<file path="src/rtl/uart_pkg.sv">
// rtl/uart_pkg.sv - shared types and constants for the buffered UART transmitter
package uart_pkg;

  typedef enum logic [2:0] {
    ST_IDLE   = 3'd0,
    ST_START  = 3'd1,
    ST_DATA   = 3'd2,
    ST_PARITY = 3'd3,
    ST_STOP   = 3'd4
  } tx_state_e;

  localparam logic [3:0] ADDR_TXDATA = 4'h0;
  localparam logic [3:0] ADDR_STATUS = 4'h1;
  localparam logic [3:0] ADDR_CTRL   = 4'h2;
  localparam logic [3:0] ADDR_LEVEL  = 4'h3;

  // Field order puts par_en at bit 0 so the struct maps directly onto the CTRL register.
  typedef struct packed {
    logic irq_en;
    logic stop2;
    logic par_odd;
    logic par_en;
  } ctrl_t;

  localparam int STAT_BUSY  = 0;
  localparam int STAT_FULL  = 1;
  localparam int STAT_EMPTY = 2;
  localparam int STAT_OVF   = 3;

  // Rounded clock cycles per bit period.
  function automatic int calc_div(input int clk_freq, input int baud_rate);
    return (clk_freq + baud_rate / 2) / baud_rate;
  endfunction

endpackage

</file>
<file path="src/rtl/uart_tx_fifo.sv">
// rtl/uart_tx_fifo.sv - synchronous transmit FIFO with occupancy count
module uart_tx_fifo #(
  parameter int WIDTH = 8,
  parameter int DEPTH = 16
) (
  input  logic                     clk_i,
  input  logic                     arst_n_i,
  input  logic                     push_i,
  input  logic [WIDTH-1:0]         wdata_i,
  input  logic                     pop_i,
  output logic [WIDTH-1:0]         rdata_o,
  output logic                     full_o,
  output logic                     empty_o,
  output logic [$clog2(DEPTH):0]   level_o
);

  localparam int AW = $clog2(DEPTH);

  logic [WIDTH-1:0] mem_q [DEPTH];
  logic [AW:0]      wr_ptr_q;
  logic [AW:0]      rd_ptr_q;
  logic             do_push;
  logic             do_pop;

  // The extra pointer MSB separates "wrapped once" (full) from "equal" (empty).
  assign empty_o = (wr_ptr_q == rd_ptr_q);
  assign full_o  = (wr_ptr_q[AW] != rd_ptr_q[AW]) &&
                   (wr_ptr_q[AW-1:0] == rd_ptr_q[AW-1:0]);
  assign level_o = wr_ptr_q - rd_ptr_q;
  assign rdata_o = mem_q[rd_ptr_q[AW-1:0]];

  // A pop in the same cycle frees the slot, so a push at full is still taken.
  assign do_pop  = pop_i & ~empty_o;
  assign do_push = push_i & (~full_o | do_pop);

  // Storage array; contents need no reset because the pointers define validity.
  always_ff @(posedge clk_i) begin
    if (do_push) begin
      mem_q[wr_ptr_q[AW-1:0]] <= wdata_i;
    end
  end

  // Read and write pointer advance.
  always_ff @(posedge clk_i or negedge arst_n_i) begin
    if (!arst_n_i) begin
      wr_ptr_q <= '0;
      rd_ptr_q <= '0;
    end else begin
      if (do_push) wr_ptr_q <= wr_ptr_q + 1'b1;
      if (do_pop)  rd_ptr_q <= rd_ptr_q + 1'b1;
    end
  end

endmodule

</file>
<file path="src/rtl/uart_tx_fifo_core.sv">
// rtl/uart_tx_fifo_core.sv - Avalon-MM UART transmitter with TX FIFO, parity and stop-bit control
module uart_tx_fifo_core
  import uart_pkg::*;
#(
  parameter int CLK_FREQ   = 100_000_000,
  parameter int BAUD_RATE  = 115_200,
  parameter int DATA_BITS  = 8,
  parameter int FIFO_DEPTH = 16
) (
  input  logic       clk_i,
  input  logic       arst_n_i,
  input  logic [3:0] avms_address_i,
  input  logic       avms_read_i,
  input  logic       avms_write_i,
  input  logic [7:0] avms_writedata_i,
  output logic [7:0] avms_readdata_o,
  output logic       irq_o,
  output logic       uart_txd_o
);

  localparam int DIV   = calc_div(CLK_FREQ, BAUD_RATE);
  localparam int CNT_W = $clog2(2 * DIV);
  localparam int LVL_W = $clog2(FIFO_DEPTH) + 1;

  localparam logic [CNT_W-1:0] DIV_LAST   = CNT_W'(DIV - 1);
  localparam logic [CNT_W-1:0] STOP2_LAST = CNT_W'(2 * DIV - 1);
  localparam logic [2:0]       BIT_LAST   = 3'(DATA_BITS - 1);

  // Register file
  ctrl_t      ctrl_q;
  logic       ovf_q;
  logic [7:0] rdata_q;
  logic [7:0] rd_mux;

  // Bus decode
  logic wr_txdata;
  logic wr_status;
  logic wr_ctrl;
  logic push_drop;

  // FIFO
  logic                 fifo_pop;
  logic [DATA_BITS-1:0] fifo_rdata;
  logic                 fifo_full;
  logic                 fifo_empty;
  logic [LVL_W-1:0]     fifo_level;

  // Transmit engine
  tx_state_e            state_q, state_d;
  logic [CNT_W-1:0]     cnt_q, cnt_d;
  logic [2:0]           bit_q, bit_d;
  logic [DATA_BITS-1:0] shift_q, shift_d;
  logic                 par_q, par_d;
  ctrl_t                frame_ctrl_q, frame_ctrl_d;
  logic                 txd_q, txd_d;
  logic                 baud_done;
  logic [CNT_W-1:0]     stop_last;
  logic                 busy;

  assign wr_txdata = avms_write_i & (avms_address_i == ADDR_TXDATA);
  assign wr_status = avms_write_i & (avms_address_i == ADDR_STATUS);
  assign wr_ctrl   = avms_write_i & (avms_address_i == ADDR_CTRL);

  // Full FIFO drops the byte unless the engine pops in the same cycle.
  assign push_drop = wr_txdata & fifo_full & ~fifo_pop;

  uart_tx_fifo #(
    .WIDTH (DATA_BITS),
    .DEPTH (FIFO_DEPTH)
  ) u_fifo (
    .clk_i    (clk_i),
    .arst_n_i (arst_n_i),
    .push_i   (wr_txdata),
    .wdata_i  (avms_writedata_i[DATA_BITS-1:0]),
    .pop_i    (fifo_pop),
    .rdata_o  (fifo_rdata),
    .full_o   (fifo_full),
    .empty_o  (fifo_empty),
    .level_o  (fifo_level)
  );

  assign busy      = (state_q != ST_IDLE);
  assign baud_done = (cnt_q == DIV_LAST);
  assign stop_last = frame_ctrl_q.stop2 ? STOP2_LAST : DIV_LAST;

  // Read mux for the registered read data port.
  always_comb begin
    rd_mux = 8'h00;
    case (avms_address_i)
      ADDR_STATUS: begin
        rd_mux[STAT_BUSY]  = busy;
        rd_mux[STAT_FULL]  = fifo_full;
        rd_mux[STAT_EMPTY] = fifo_empty;
        rd_mux[STAT_OVF]   = ovf_q;
      end
      ADDR_CTRL:  rd_mux = {4'b0000, ctrl_q};
      ADDR_LEVEL: rd_mux = 8'(fifo_level);
      default:    rd_mux = 8'h00;
    endcase
  end

  // CTRL, sticky overflow and read data registers.
  always_ff @(posedge clk_i or negedge arst_n_i) begin
    if (!arst_n_i) begin
      ctrl_q  <= '0;
      ovf_q   <= 1'b0;
      rdata_q <= 8'h00;
    end else begin
      if (wr_ctrl) begin
        ctrl_q <= ctrl_t'(avms_writedata_i[3:0]);
      end
      if (push_drop) begin
        ovf_q <= 1'b1;
      end else if (wr_status && avms_writedata_i[STAT_OVF]) begin
        ovf_q <= 1'b0;
      end
      if (avms_read_i) begin
        rdata_q <= rd_mux;
      end
    end
  end

  // Frame sequencer: baud counter, bit counter, shift register and line value.
  always_comb begin
    state_d      = state_q;
    cnt_d        = cnt_q;
    bit_d        = bit_q;
    shift_d      = shift_q;
    par_d        = par_q;
    frame_ctrl_d = frame_ctrl_q;
    fifo_pop     = 1'b0;
    txd_d        = 1'b1;

    case (state_q)
      ST_IDLE: begin
        if (!fifo_empty) fifo_pop = 1'b1;
      end
      ST_START: begin
        if (baud_done) begin
          cnt_d   = '0;
          bit_d   = 3'd0;
          state_d = ST_DATA;
        end else begin
          cnt_d = cnt_q + CNT_W'(1);
        end
      end
      ST_DATA: begin
        if (baud_done) begin
          cnt_d = '0;
          if (bit_q == BIT_LAST) begin
            state_d = frame_ctrl_q.par_en ? ST_PARITY : ST_STOP;
          end else begin
            bit_d   = bit_q + 3'd1;
            shift_d = shift_q >> 1;
          end
        end else begin
          cnt_d = cnt_q + CNT_W'(1);
        end
      end
      ST_PARITY: begin
        if (baud_done) begin
          cnt_d   = '0;
          state_d = ST_STOP;
        end else begin
          cnt_d = cnt_q + CNT_W'(1);
        end
      end
      ST_STOP: begin
        if (cnt_q == stop_last) begin
          cnt_d = '0;
          if (!fifo_empty) fifo_pop = 1'b1;
          else             state_d  = ST_IDLE;
        end else begin
          cnt_d = cnt_q + CNT_W'(1);
        end
      end
      default: state_d = ST_IDLE;
    endcase

    // A pop starts the next frame with a snapshot of CTRL, so later CTRL writes wait for it.
    if (fifo_pop) begin
      state_d      = ST_START;
      cnt_d        = '0;
      shift_d      = fifo_rdata;
      par_d        = (^fifo_rdata) ^ ctrl_q.par_odd;
      frame_ctrl_d = ctrl_q;
    end

    case (state_d)
      ST_START:  txd_d = 1'b0;
      ST_DATA:   txd_d = shift_d[0];
      ST_PARITY: txd_d = par_d;
      default:   txd_d = 1'b1;
    endcase
  end

  // Transmit engine state; the line register resets high so a reset mid-frame idles the line.
  always_ff @(posedge clk_i or negedge arst_n_i) begin
    if (!arst_n_i) begin
      state_q      <= ST_IDLE;
      cnt_q        <= '0;
      bit_q        <= 3'd0;
      shift_q      <= '0;
      par_q        <= 1'b0;
      frame_ctrl_q <= '0;
      txd_q        <= 1'b1;
    end else begin
      state_q      <= state_d;
      cnt_q        <= cnt_d;
      bit_q        <= bit_d;
      shift_q      <= shift_d;
      par_q        <= par_d;
      frame_ctrl_q <= frame_ctrl_d;
      txd_q        <= txd_d;
    end
  end

  assign avms_readdata_o = rdata_q;
  assign uart_txd_o      = txd_q;
  assign irq_o           = ctrl_q.irq_en & fifo_empty & (state_q == ST_IDLE);

endmodule

</file>
<file path="config.mk">
export PLATFORM = sky130hd
export DESIGN_NAME = uart_tx_fifo_core
export DESIGN_NICKNAME = d
export VERILOG_FILES = /design/src/rtl/uart_pkg.sv /design/src/rtl/uart_tx_fifo.sv /design/src/rtl/uart_tx_fifo_core.sv
export SDC_FILE = /design/constraint.sdc
export NUM_CORES = 1
export LEC_CHECK = 0
export CELL_PAD_IN_SITES_DETAIL_PLACEMENT = 1
export CELL_PAD_IN_SITES_GLOBAL_PLACEMENT = 1
export CORE_ASPECT_RATIO = 1.5
export CORE_MARGIN = 4
export CORE_UTILIZATION = 35
export CTS_BUF_LIST = sky130_fd_sc_hd__clkbuf_16
export CTS_CLUSTER_DIAMETER = 60
export DETAILED_ROUTE_END_ITERATION = 16
export GPL_TIMING_DRIVEN = 0
export PLACE_DENSITY = 0.55
export REMOVE_ABC_BUFFERS = 1
export SLEW_MARGIN = 20
export SYNTH_ARGS = -nofsm -noshare
export SYNTH_HDL_FRONTEND = slang
export SYNTH_SLANG_ARGS = --single-unit
</file>
<file path="constraint.sdc">
create_clock -name clk_i -period 3.5 [get_ports clk_i]
set_clock_uncertainty 0.1 [all_clocks]
set_input_delay 1.05 -clock clk_i [delete_from_list [all_inputs] [get_ports clk_i]]
set_output_delay 1.05 -clock clk_i [all_outputs]
set_load 0.05 [all_outputs]
</file>
==> out/qor.log <==
[power_and_ir_drop] largest voltage drop on the vdd net 0.343 mV
[critical_path] CP cell instances buf_12 > inv_2 > ha_1 > and4_4 > nor2b_4 > and4_1 > buf_6
[critical_path] data required time of the worst path 2350 ps
[detailed_routing] Antenna Nets Post-Route 0
[critical_path] worst setup path category register to output port
[die] number of cell rows 67
[timing] worst slew pin tran 974 ps
[die] Die Span X 131 um
[power_and_ir_drop] total power per unit cell area 548 nW/um^2
[critical_path] Crit-path slowest cell dfrtp_2
[critical_path] startpoint types register
[critical_path] arrival time of the worst setup path 2220 ps
[global_route] Overflow after GRT 0
[detailed_routing] starting DRC count in detailed routing 240
[clock_tree] H-Tree Depth 4
[yosys] cell count after synthesis 512
[clock_tree] buffers from clock root to sink, at most 2
[clock_tree] number of sinks driven by the clock tree 177
[detailed_routing] DRC 0
[critical_path] delay of the slowest cell on the worst path 390 ps
[timing] hold_ws 401 ps
[final_layout] ratio of cells with drive above 1 in the final layout 19.8%
[detailed_routing] routed len/inst 21.9 um
[hold_path] hold crit path type register to register
[detailed_routing] Routed WL 18,300 um
[place] routability-driven placement congestion ratio 0.797
[critical_path] nature of the critical path endpoint output port
[clock_tree] TritonCTS Buffers 17
[timing] Min Clock Period, post-route 3370 ps
[clock_tree] Clock Latency Late Sink 430 ps
[global_route] vias in the first global route 4,868
[final_layout] nets 577
[place] number of I/O port buffers 22
[die] Die Footprint 25,000 um^2
[yosys] synthesized area 7890 um^2
[global_route] initial antenna violation count 0
[yosys] leading register cell type out of synthesis edfxtp_1
[yosys] multiplexer area fraction after synthesis 13.6%
[final_layout] signed area change from the synthesized netlist to the final layout 15.9%
[timing] final setup violating endpoints 0
[die] starting utilization of the core area 35.4%
[detailed_routing] Vias 4,422
[place] post-DP HPWL 12,500 um
[global_route] wire length of the first global-routing pass 28,200 um
[timing] RSZ-0062 raised after global routing no
[clock_tree] clock tree from TritonCTS done
[job] MaxCap Viol Count 0
[yosys] combinational family with the most area after synthesis multiplexers
[yosys] share of synthesized registers carrying an async set or reset 27.7%
[final_layout] number of diodes 0
[yosys] number of distinct standard cells referenced by the synthesized netlist 56
[critical_path] kind of cell with the highest combined delay on the critical path simple AND/OR/NAND/NOR gates
[critical_path] count of buffer and inverter cells on the critical path 3
[global_route] pin count of the biggest net entering global routing 50
[timing] worst max-slew margin expressed relative to the limit 34.5%
[yosys] Warnings, synthesis 0
[power_and_ir_drop] post-layout power 5.01 mW
[clock_tree] CTS Root Cell clkbuf_16
[yosys] synthesized flop and latch total 177
[global_route] gr usage total 15.6%
[yosys] complex-gate fraction of the synthesized area 5.82%
[timing] achievable clock frequency 0.297 GHz
[timing] max-slew violations 0
[yosys] number of synthesized flops with an enable pin 128
[die] Core ar. 22,300 um^2
[detailed_routing] routed vias/inst 5.28
[final_layout] number of filler cells placed in the layout 2,261
[critical_path] largest driver fanout on the critical path 13
[yosys] sequential fraction of the synthesis area 64.3%
[die] Die Span Y 192 um
[detailed_routing] Pre-antenna DRT Iters 4
[status] result of the run finished, final reports clean
[power_and_ir_drop] leakage power of the design 3.33 nW
[yosys] average cell area after synthesis 15.4 um^2
[yosys] post-synthesis share of cell area spent on and, or, nand and nor gates 8.43%
[yosys] most area-consuming cells after synthesis edfxtp_1 (49%), dfrtp_1 (15%), mux4_2 (6.6%)
[yosys] biggest area consumer among synthesized cells edfxtp_1
[yosys] Synth top area share 48.7%
[clock_tree] clock edge transition at the registers on the reported setup and hold paths 70 ps
[die] I/O pins 26
[yosys] adder and majority cell fraction of the synthesized area 2.16%
[timing] final count of hold timing violations 0
[timing] final clock period utilization by the worst path 96.3%
[yosys] post-synthesis share of cell area spent on xor and xnor gates 2.73%
==> layer usage <==
layer | wire length (um) | track usage, %
met5 | 0 | 0
met4 | 599 | 6.65
met3 | 375 | 2.89
met2 | 10600 | 29.6
met1 | 6730 | 16.4
==> worst paths after layout <==
kind | start | end | slack, ps | depth (start not counted)
max reg2reg | u_fifo.rd_ptr_q[3]$_DFFE_PN0P_ | u_fifo.mem_q[5][4]$_DFFE_PP_ | 200 | 9
min | shift_q[2]$_DFFE_PN0P_ | shift_q[2]$_DFFE_PN0P_ | 400 | 1
min reg2reg | shift_q[2]$_DFFE_PN0P_ | shift_q[2]$_DFFE_PN0P_ | 400 | 1
max | u_fifo.rd_ptr_q[1]$_DFFE_PN0P_ | irq_o | 130 | 7
min in group asynchronous | arst_n_i | cnt_q[3]$_DFFE_PN0P_ | 550 | 1
max in group asynchronous | arst_n_i | u_fifo.rd_ptr_q[0]$_DFFE_PN0P_ | 2230 | 1
==> placed cells by master, fill, tap and decap left out, drive strengths merged, types with 3 or more instances in the layout <==
cell	instances
edfxtp	128
dfrtp	48
nand2	40
o21ai	33
mux4	32
mux2i	22
clkdlybuf4s50	20
inv	20
xnor2	19
clkbuf	18
buf	18
nor2	16
nand3	13
ha	12
a21oi	10
mux2	9
and2	9
nor2b	8
and3	7
nand4	6
nor3	6
a22oi	6
o31ai	6
nor3b	6
clkinv	6
o22ai	5
xor2	3
a21o	3
conb	3
and4	3
==> logic make-up after synthesis <==
| group | count (synthesis) |
|---|---|
| buffers and inverters | 39 |
| and+or+nand+nor | 124 |
| DFF | 177 |
| AOI/OAI and AO/OA | 72 |
| xor gates and xnor gates | 23 |
| muxes | 63 |
| other | 1 |
| adders and majority gates | 13 |
==> synth_stat cells, drive strengths merged, types with 12 or more instances <==
master and count:
dfrtp 48, mux2i 22, nand2 40, xnor2 19, buf 13, mux4 32, o21ai 33, inv 15
nand3 13, ha 12, edfxtp 128, nor2 16
==> layout make-up <==
cell class,count,area (um^2),share of cell area [%]
sequential,177,5080,55.6
clock inverter,15,158,1.72
multi-input combinational,298,2680,29.3
timing repair buffer,39,389,4.26
tap,276,345,3.78
clock buffer,17,425,4.65
inverter,15,60.1,0.657
==> power by group <==
group | switching [mW] | total (mW) | internal [mW]
Combinational | 0.374 | 0.690 | 0.316
Clock | 0.803 | 1.86 | 1.06
Sequential | 0.110 | 2.45 | 2.34
==> repair_timing <==
action                     in CTS  in global routing
hold buffers                    0                  0
setup endpoints to repair     155                  1
buffers inserted                9                  2
resized for setup              26                  2
pin swaps                       1                  0
cloned                          0                  1
==> sequential cells by signal (all words and copies together) (netlist names) <==
signal,flops
shift_q,8
cnt_q,11
par_q,1
frame_ctrl_q,2
avms_readdata_o,5
ovf_q,1
u_fifo.wr_ptr_q,5
uart_txd_o,1
state_q,3
bit_q,3
u_fifo.mem_q,128
ctrl_q,4
u_fifo.rd_ptr_q,5
==> worst register-to-register path: stages (launching register included) <==
cell     delay, ps
dfrtp_2        410
inv_2          200
ha_1           320
and4_4         230
nor2b_4        150
a211o_1        440
a31oi_4        350
nand2_2        210
nor3b_4        380
buf_4          230
==> metrics by stage <==
| stage | cell area (um^2) | setup TNS, ps | util, % | cells | setup slack [ps] |
|---|---|---|---|---|---|
| final | 9140 | 0 | 41.0 | 837 | 128 |
| after global routing | 9140 | 0 | 41.0 | 837 | 17.3 |
| after CTS | 9080 | 0 | 40.7 | 834 | 38.6 |
| after global placement | 8290 | -265840 | 37.2 | 788 | -2390 |
| after detailed placement | 8360 | -97230 | 37.5 | 793 | -1070 |
| after floorplan | 7720 | -58150 | - | 490 | -755 |
Note: power is estimated with default switching activity, not from simulation.
